===== config.mk =====
export PLATFORM = sky130hd
export DESIGN_NAME = sobel_row_scheduler
export DESIGN_NICKNAME = d
export VERILOG_FILES = /design/src/rtl/sobel_row_scheduler.sv
export SDC_FILE = /design/constraint.sdc
export NUM_CORES = 1
export LEC_CHECK = 0
export BUFFER_PORTS_ARGS = -buffer_cell sky130_fd_sc_hd__buf_2
export CAP_MARGIN = 15
export CELL_PAD_IN_SITES_DETAIL_PLACEMENT = 2
export CELL_PAD_IN_SITES_GLOBAL_PLACEMENT = 2
export CORE_MARGIN = 2
export CORE_UTILIZATION = 30
export CTS_CLUSTER_DIAMETER = 60
export DETAILED_ROUTE_END_ITERATION = 12
export PLACE_DENSITY = 0.78
export SYNTH_ARGS = -nofsm -noshare
export SYNTH_HDL_FRONTEND = slang
export SYNTH_SLANG_ARGS = --single-unit

===== constraint.sdc =====
create_clock -name CLK -period 2.1 [get_ports CLK]
set_input_delay 0.42 -clock CLK [delete_from_list [all_inputs] [get_ports CLK]]
set_output_delay 0.42 -clock CLK [all_outputs]
set_load 0.05 [all_outputs]

===== src/rtl/sobel_row_scheduler.sv =====
// Row scheduler for a 3x3 Sobel filter. It fetches frame rows into a
// three-slot rotating line buffer and presents, for each output row, the
// three slots holding rows r-1, r and r+1. The top and bottom edge rows are
// replicated.
module sobel_row_scheduler #(
  parameter int unsigned ROW = 256,
  parameter int unsigned AW  = 8
) (
  input  logic          CLK,
  input  logic          RST,
  input  logic          start,
  output logic          rd_req,
  output logic [AW-1:0] rd_addr,
  input  logic          rd_ack,
  output logic          load_en,
  output logic [1:0]    load_sel,
  output logic [1:0]    win_top,
  output logic [1:0]    win_mid,
  output logic [1:0]    win_bot,
  output logic          win_valid,
  input  logic          out_ready,
  output logic [AW-1:0] out_row,
  output logic          busy,
  output logic          done
);

  typedef enum logic [1:0] {
    StIdle,
    StFetch,
    StCompute,
    StDone
  } state_e;

  localparam logic [AW-1:0] LastRow   = AW'(ROW - 1);
  localparam logic [AW-1:0] PenultRow = AW'(ROW - 2);
  localparam logic [AW-1:0] RowOne    = AW'(1);

  state_e        state_q, state_d;
  // Next row to fetch, and the slot it lands in (row mod 3, kept by rotation).
  logic [AW-1:0] fetch_row_q, fetch_row_d;
  logic [1:0]    fetch_slot_q, fetch_slot_d;
  // Row being filtered, and the slot that holds it.
  logic [AW-1:0] out_row_q, out_row_d;
  logic [1:0]    mid_slot_q, mid_slot_d;

  // Mod-3 slot rotation, forwards and backwards.
  function automatic logic [1:0] slot_inc(input logic [1:0] s);
    return (s == 2'd2) ? 2'd0 : s + 2'd1;
  endfunction

  function automatic logic [1:0] slot_dec(input logic [1:0] s);
    return (s == 2'd0) ? 2'd2 : s - 2'd1;
  endfunction

  // State and pointer registers, synchronous active-low reset.
  always_ff @(posedge CLK) begin
    if (!RST) begin
      state_q      <= StIdle;
      fetch_row_q  <= '0;
      fetch_slot_q <= 2'd0;
      out_row_q    <= '0;
      mid_slot_q   <= 2'd0;
    end else begin
      state_q      <= state_d;
      fetch_row_q  <= fetch_row_d;
      fetch_slot_q <= fetch_slot_d;
      out_row_q    <= out_row_d;
      mid_slot_q   <= mid_slot_d;
    end
  end

  // Next-state logic: priming fetches, one fetch per transfer, edge rows.
  always_comb begin
    state_d      = state_q;
    fetch_row_d  = fetch_row_q;
    fetch_slot_d = fetch_slot_q;
    out_row_d    = out_row_q;
    mid_slot_d   = mid_slot_q;

    unique case (state_q)
      StIdle: begin
        if (start) begin
          state_d      = StFetch;
          fetch_row_d  = '0;
          fetch_slot_d = 2'd0;
          out_row_d    = '0;
          mid_slot_d   = 2'd0;
        end
      end

      StFetch: begin
        if (rd_ack) begin
          fetch_row_d  = fetch_row_q + RowOne;
          fetch_slot_d = slot_inc(fetch_slot_q);
          // Row 0 is the first of the two priming fetches; every later
          // fetch completes a window.
          if (fetch_row_q != '0) begin
            state_d = StCompute;
          end
        end
      end

      StCompute: begin
        if (out_ready) begin
          if (out_row_q == LastRow) begin
            state_d = StDone;
          end else begin
            out_row_d  = out_row_q + RowOne;
            mid_slot_d = slot_inc(mid_slot_q);
            // Once the last row is resident, the final window needs no fetch.
            state_d    = (out_row_q == PenultRow) ? StCompute : StFetch;
          end
        end
      end

      StDone: begin
        state_d = StIdle;
      end

      default: begin
        state_d = StIdle;
      end
    endcase
  end

  // Outputs decoded from registered state; only load_en sees rd_ack.
  always_comb begin
    rd_req    = (state_q == StFetch);
    rd_addr   = rd_req ? fetch_row_q : '0;
    load_sel  = rd_req ? fetch_slot_q : 2'd0;
    load_en   = rd_req & rd_ack;

    win_valid = (state_q == StCompute);
    win_top   = 2'd0;
    win_mid   = 2'd0;
    win_bot   = 2'd0;
    if (win_valid) begin
      win_mid = mid_slot_q;
      win_top = (out_row_q == '0) ? mid_slot_q : slot_dec(mid_slot_q);
      win_bot = (out_row_q == LastRow) ? mid_slot_q : slot_inc(mid_slot_q);
    end

    out_row   = out_row_q;
    busy      = (state_q != StIdle);
    done      = (state_q == StDone);
  end

endmodule


# After elaboration in Yosys (flattened, before gate mapping)
# Cells that the tools add are included.
# classes
div	0
n_addsub	5
n_mux	28
order_cmp	0
mul	0
shifts	0
n_eq_ne	12
bitwise	1
reduce_logical	11
# op_table
operator	n
two-way mux 8 bit	5
two-way mux 2 bit	18
one-hot mux 8 bit (2 select lines)	2
adder 8 x 1 -> 8 bit, second input constant	2
equality test 8 bit, second input constant	2
equality test 2 bit, second input constant	4
logical NOT 8 bit	1
one-hot mux 2 bit (2 select lines)	2
one-hot mux 2 bit (4 select lines)	1
AND reduction 4 bit	2
nonzero test 8 bit	1
inequality test 2 x 1 -> 1 bit, second input constant	3
AND reduction 3 bit	2
nonzero test 2 bit	3
adder 2 x 1 -> 2 bit, second input constant	2
logical NOT 2 bit	2
inequality test 2 bit, second input constant	2
equality test 2 x 1 -> 1 bit, second input constant	1
subtractor 2 x 1 -> 2 bit, second input constant	1
bitwise AND 1 bit	1
# totals
wordCells	62
mem_bits_rw	0
n_memories	0
input_bits	5
output_inout_bits	29
mem_bits_ro	0
regBits	22
latch_bits	0

# Logic depth before layout (Yosys ltp)
# depth
word_depth	5
mapped_depth	6
ltp_nobuf	6

# Least setup slack after synthesis
# Ideal clock, no wire load.
# synth_path
kind	reg-to-output
start	register out_row_q[0] (netlist: out_row[0])
end	output port win_top[1]
path_buffers	0
required_time_ps	1680
path_stages_with_launch	7
slack_ps	-866
arrival_time_ps	2546
cell_sequence	dfxtp_1 inv_1 ha_1 nor4b_1 nand2_1 nor2_1 a211oi_1
# synth_via
elab_chain_len	3
# synth_lines
element	line_no	rtl
start, declared	43	logic [AW-1:0] out_row_q, out_row_d;
start signal, assigned	67	out_row_q <= out_row_d;
logical NOT 8 bit	139	win_top = (out_row_q == '0) ? mid_slot_q : slot_dec(mid_slot_q);
two-way mux 2 bit	139	
two-way mux 2 bit	137	if (win_valid) begin
end, declared	17	output logic [1:0] win_top,
# Every way passes these cells.

# Worst setup path after layout
# layout_path
start	register out_row_q[0] (netlist: out_row[0])
end	output port win_bot[0]
# layout_via
elab_chain_len	3
# layout_lines
element	line_no	rtl
equality test 8 bit	140	win_bot = (out_row_q == LastRow) ? mid_slot_q : slot_inc(mid_slot_q);
two-way mux 2 bit	--	
two-way mux 2 bit	137	
end, declared	19	output logic [1:0] win_bot,
# Every way passes these cells.

==> flow_summary.json <==
{
  "cts_buffer_depth": 2,
  "final_cell_mix": "buf_2 (28), buf_4 (22), nor2_1 (15)",
  "r2r_cells": 8,
  "setup_viol": 4,
  "rrSetupSlack_ps": 60,
  "power_frac_seq": 0.405,
  "cts_tree": "built",
  "path_clk_slew_ps": 90,
  "layout_setup_ws_ps": -37.1,
  "grt.total_usage": 0.213,
  "dr_wl_met3_um": 253,
  "rsz0062_at_grt": "yes",
  "wl_met1_mm": 2.34,
  "grt_pass1_wl_mm": 8.55,
  "netSwitchingFraction": 0.372,
  "powerDensity_mw_per_mm2": 553,
  "start_util": 0.315,
  "synth_area_mm2": 0.00138,
  "syn_nets": 181,
  "avgSynthCellArea_um2": 8.23,
  "p_comb_frac": 0.324,
  "insertion_delay_ps": 280,
  "core-area_mm2": 0.00438,
  "fillers": 500,
  "avgRoutedWirePerCell_um": 20.7,
  "drv_cap": 0,
  "layout-drive-gt1-share": 0.420,
  "finalCritPeriodShare": 1.02,
  "grt_pass1_vias": 1648,
  "wl_mm": 5.62,
  "htreeDepth": 1,
  "std_cell_rows": 24,
  "drt_iter0_markers": 67,
  "crit_path_start_kind": "flip-flop",
  "yosysSeqAreaShare": 0.319,
  "fin_worst_skew_ps": 10.6,
  "maxSlewViolCount": 0,
  "synth.distinct_cells": 47,
  "syn_to_final_growth_pct": 42.5,
  "switchingPower_uw": 405,
  "synth_ff_type": "dfxtp_1",
  "r2r_end": "out_row[5]",
  "fin_setup_tns_ps": -109,
  "met2_length_mm": 2.89,
  "synth_cells": 168,
  "layout_commonest_cell": "buf_2",
  "grt_antenna_before_repair": 0,
  "synth-edff-count": 0,
  "required_ps": 1680,
  "io_pins": 34,
  "max_slew_margin": 0.292,
  "routabilityCongestion": 0.831,
  "failed_checks": "setup timing",
  "reg2reg_from": "out_row[0]",
  "crit_arrival_ps": 1720,
  "port_buffers": 33,
  "end_kind": "primary output",
  "gr-total-overflow": 0,
  "final_util": 0.449,
  "cts_root_buffer": "clkbuf_8",
  "die-area_mm2": 0.00517,
  "min_from": "fetch_slot_q[1]",
  "finalHoldViolations": 0,
  "holdPathStages": 2,
  "hp-class": "reg -> reg",
  "fin_nets": 233,
  "diodes": 0,
  "cts_sinks": 22,
  "vias_per_cell": 5.83,
  "p_int_uw": 684,
  "cts_hold_buf": 0,
  "fmax_mhz": 468,
  "drc_errors": 0,
  "grt_max_degree": 14,
  "die_w_um": 71.9,
  "leakagePower_nw": 0.806,
  "ys_seq_elements": 22,
  "period_needed_ps": 2140,
  "dr.pass1.iters": 4,
  "final_antenna_net_count": 0,
  "criticalPathCategory": "reg -> out",
  "ys.warnings.count": 0,
  "die-height_um": 71.9,
  "tightest_slew_ps": 1050,
  "dr.max_layer_used": "met4",
  "cts_inserted_buffers": 3,
  "clkPwrFrac": 0.271,
  "ir_worst_vdd_mv": 0.204,
  "crit_fanout": 4,
  "status": "finished, violations left",
  "dp.final_hpwl_mm": 3.71,
  "num_vias": 1581,
  "async_flop_share": 0,
  "min_to": "fetch_slot_q[1]"
}
[state kept, by name (all words and copies together) (netlist names)]
name / count
fetch_row_q: 8
fetch_slot_q: 2
mid_slot_q: 2
out_row: 8
state_q: 2
[worst max-delay path, stage by stage, from the launching register on]
cell and delay (ps):
dfxtp_4 380, buf_6 100, ha_4 120, and3_4 180
and2_4 190, mux2i_4 260, nor2_4 50, buf_8 150
[area by class of cell]
type / instances / area (um^2) / area share
multi-input cells: 129 / 998 / 0.507
clock buffers: 4 / 45.0 / 0.0229
inverters: 9 / 36.3 / 0.0184
well taps: 52 / 65.1 / 0.0330
flip-flops and latches: 22 / 457 / 0.232
repair buffers: 55 / 369 / 0.187
[what timing repair did]
action / in CTS / in global routing
resized for setup: 23 / 19
pin swaps: 4 / 3
endpoints found under the setup margin: 4 / 6
setup buffers: 4 / 4
[through the flow]
| stage | cells | instance area, um^2 | setup slack (ps) | hold slack, ps | power [mW] |
|---|---|---|---|---|---|
| global route | 271 | 1970 | -106 | 518 | 1.13 |
| global placement | 259 | 1720 | 76.3 | 462 | 0.753 |
| detailed placement | 259 | 1720 | 0.682 | 488 | 0.768 |
| CTS | 267 | 1880 | -29.7 | 500 | 1.06 |
| floorplan | 168 | 1430 | 7.17 | 448 | 0.668 |
| finish | 271 | 1970 | -37.1 | 496 | 1.09 |
[cell usage after synthesis, types with 2 or more instances]
| master | number | area share |
|---|---|---|
| dfxtp_1 | 22 | 0.32 |
| nand4_1 | 2 | 0.0090 |
| nor3_1 | 6 | 0.022 |
| a21oi_1 | 6 | 0.022 |
| nand2_1 | 11 | 0.030 |
| mux2i_1 | 3 | 0.022 |
| clkbuf_1 | 6 | 0.016 |
| a211oi_1 | 3 | 0.016 |
| a32o_1 | 4 | 0.029 |
| nor2_1 | 18 | 0.049 |
| o31ai_1 | 3 | 0.016 |
| xnor2_1 | 5 | 0.032 |
| nor4_1 | 2 | 0.0090 |
| and3_1 | 2 | 0.0090 |
| ha_1 | 8 | 0.072 |
| a22oi_1 | 2 | 0.011 |
| and2_1 | 10 | 0.045 |
| o21ai_0 | 4 | 0.014 |
| nand3_1 | 9 | 0.033 |
| nor4b_1 | 5 | 0.032 |
| o41ai_1 | 2 | 0.013 |
| inv_1 | 9 | 0.024 |
| nor2b_1 | 2 | 0.0090 |
[metal layers]
metal,up-vias,global-route usage
li1,710,-
met1,812,0.253
met2,45,0.377
met3,14,0.0338
met4,0,0.0943
met5,-,0
[kinds of logic (layout without fill, tap and decap cells)]
group	count (synthesis)	in the layout	share of synthesized area
buffers and inverters	17	68	0.0543
AND/OR/NAND/NOR	78	78	0.308
XOR/XNOR	5	5	0.0317
AO/OA/AOI/OAI	34	34	0.184
multiplexers	4	4	0.0317
flip-flops	22	22	0.319
adder cells (fa/ha/maj)	8	8	0.0724
[power by group through the flow]
stage               sequential [mW]  clock (mW)  combinational [mW]
finish                        0.441       0.295               0.353
floorplan                     0.449           0               0.219
global route                  0.444       0.311               0.378
detailed placement            0.449           0               0.319
global placement              0.447           0               0.305
CTS                           0.440       0.288               0.333
[how the worst max path moves through the flow]
stage / start / to / slack, ps / cells after the start
6_report: out_row[0] / win_bot[0] / -40 / 7
3_3_place_gp: out_row[0] / win_top[1] / 80 / 7
2_1_floorplan: state_q[1] / rd_addr[0] / 7 / 3
4_1_cts: out_row[0] / win_top[1] / -30 / 7
3_5_place_dp: out_row[0] / win_bot[0] / 0.7 / 7
5_1_grt: out_row[0] / win_top[1] / -110 / 7
Power figures use the tool's default switching activity.
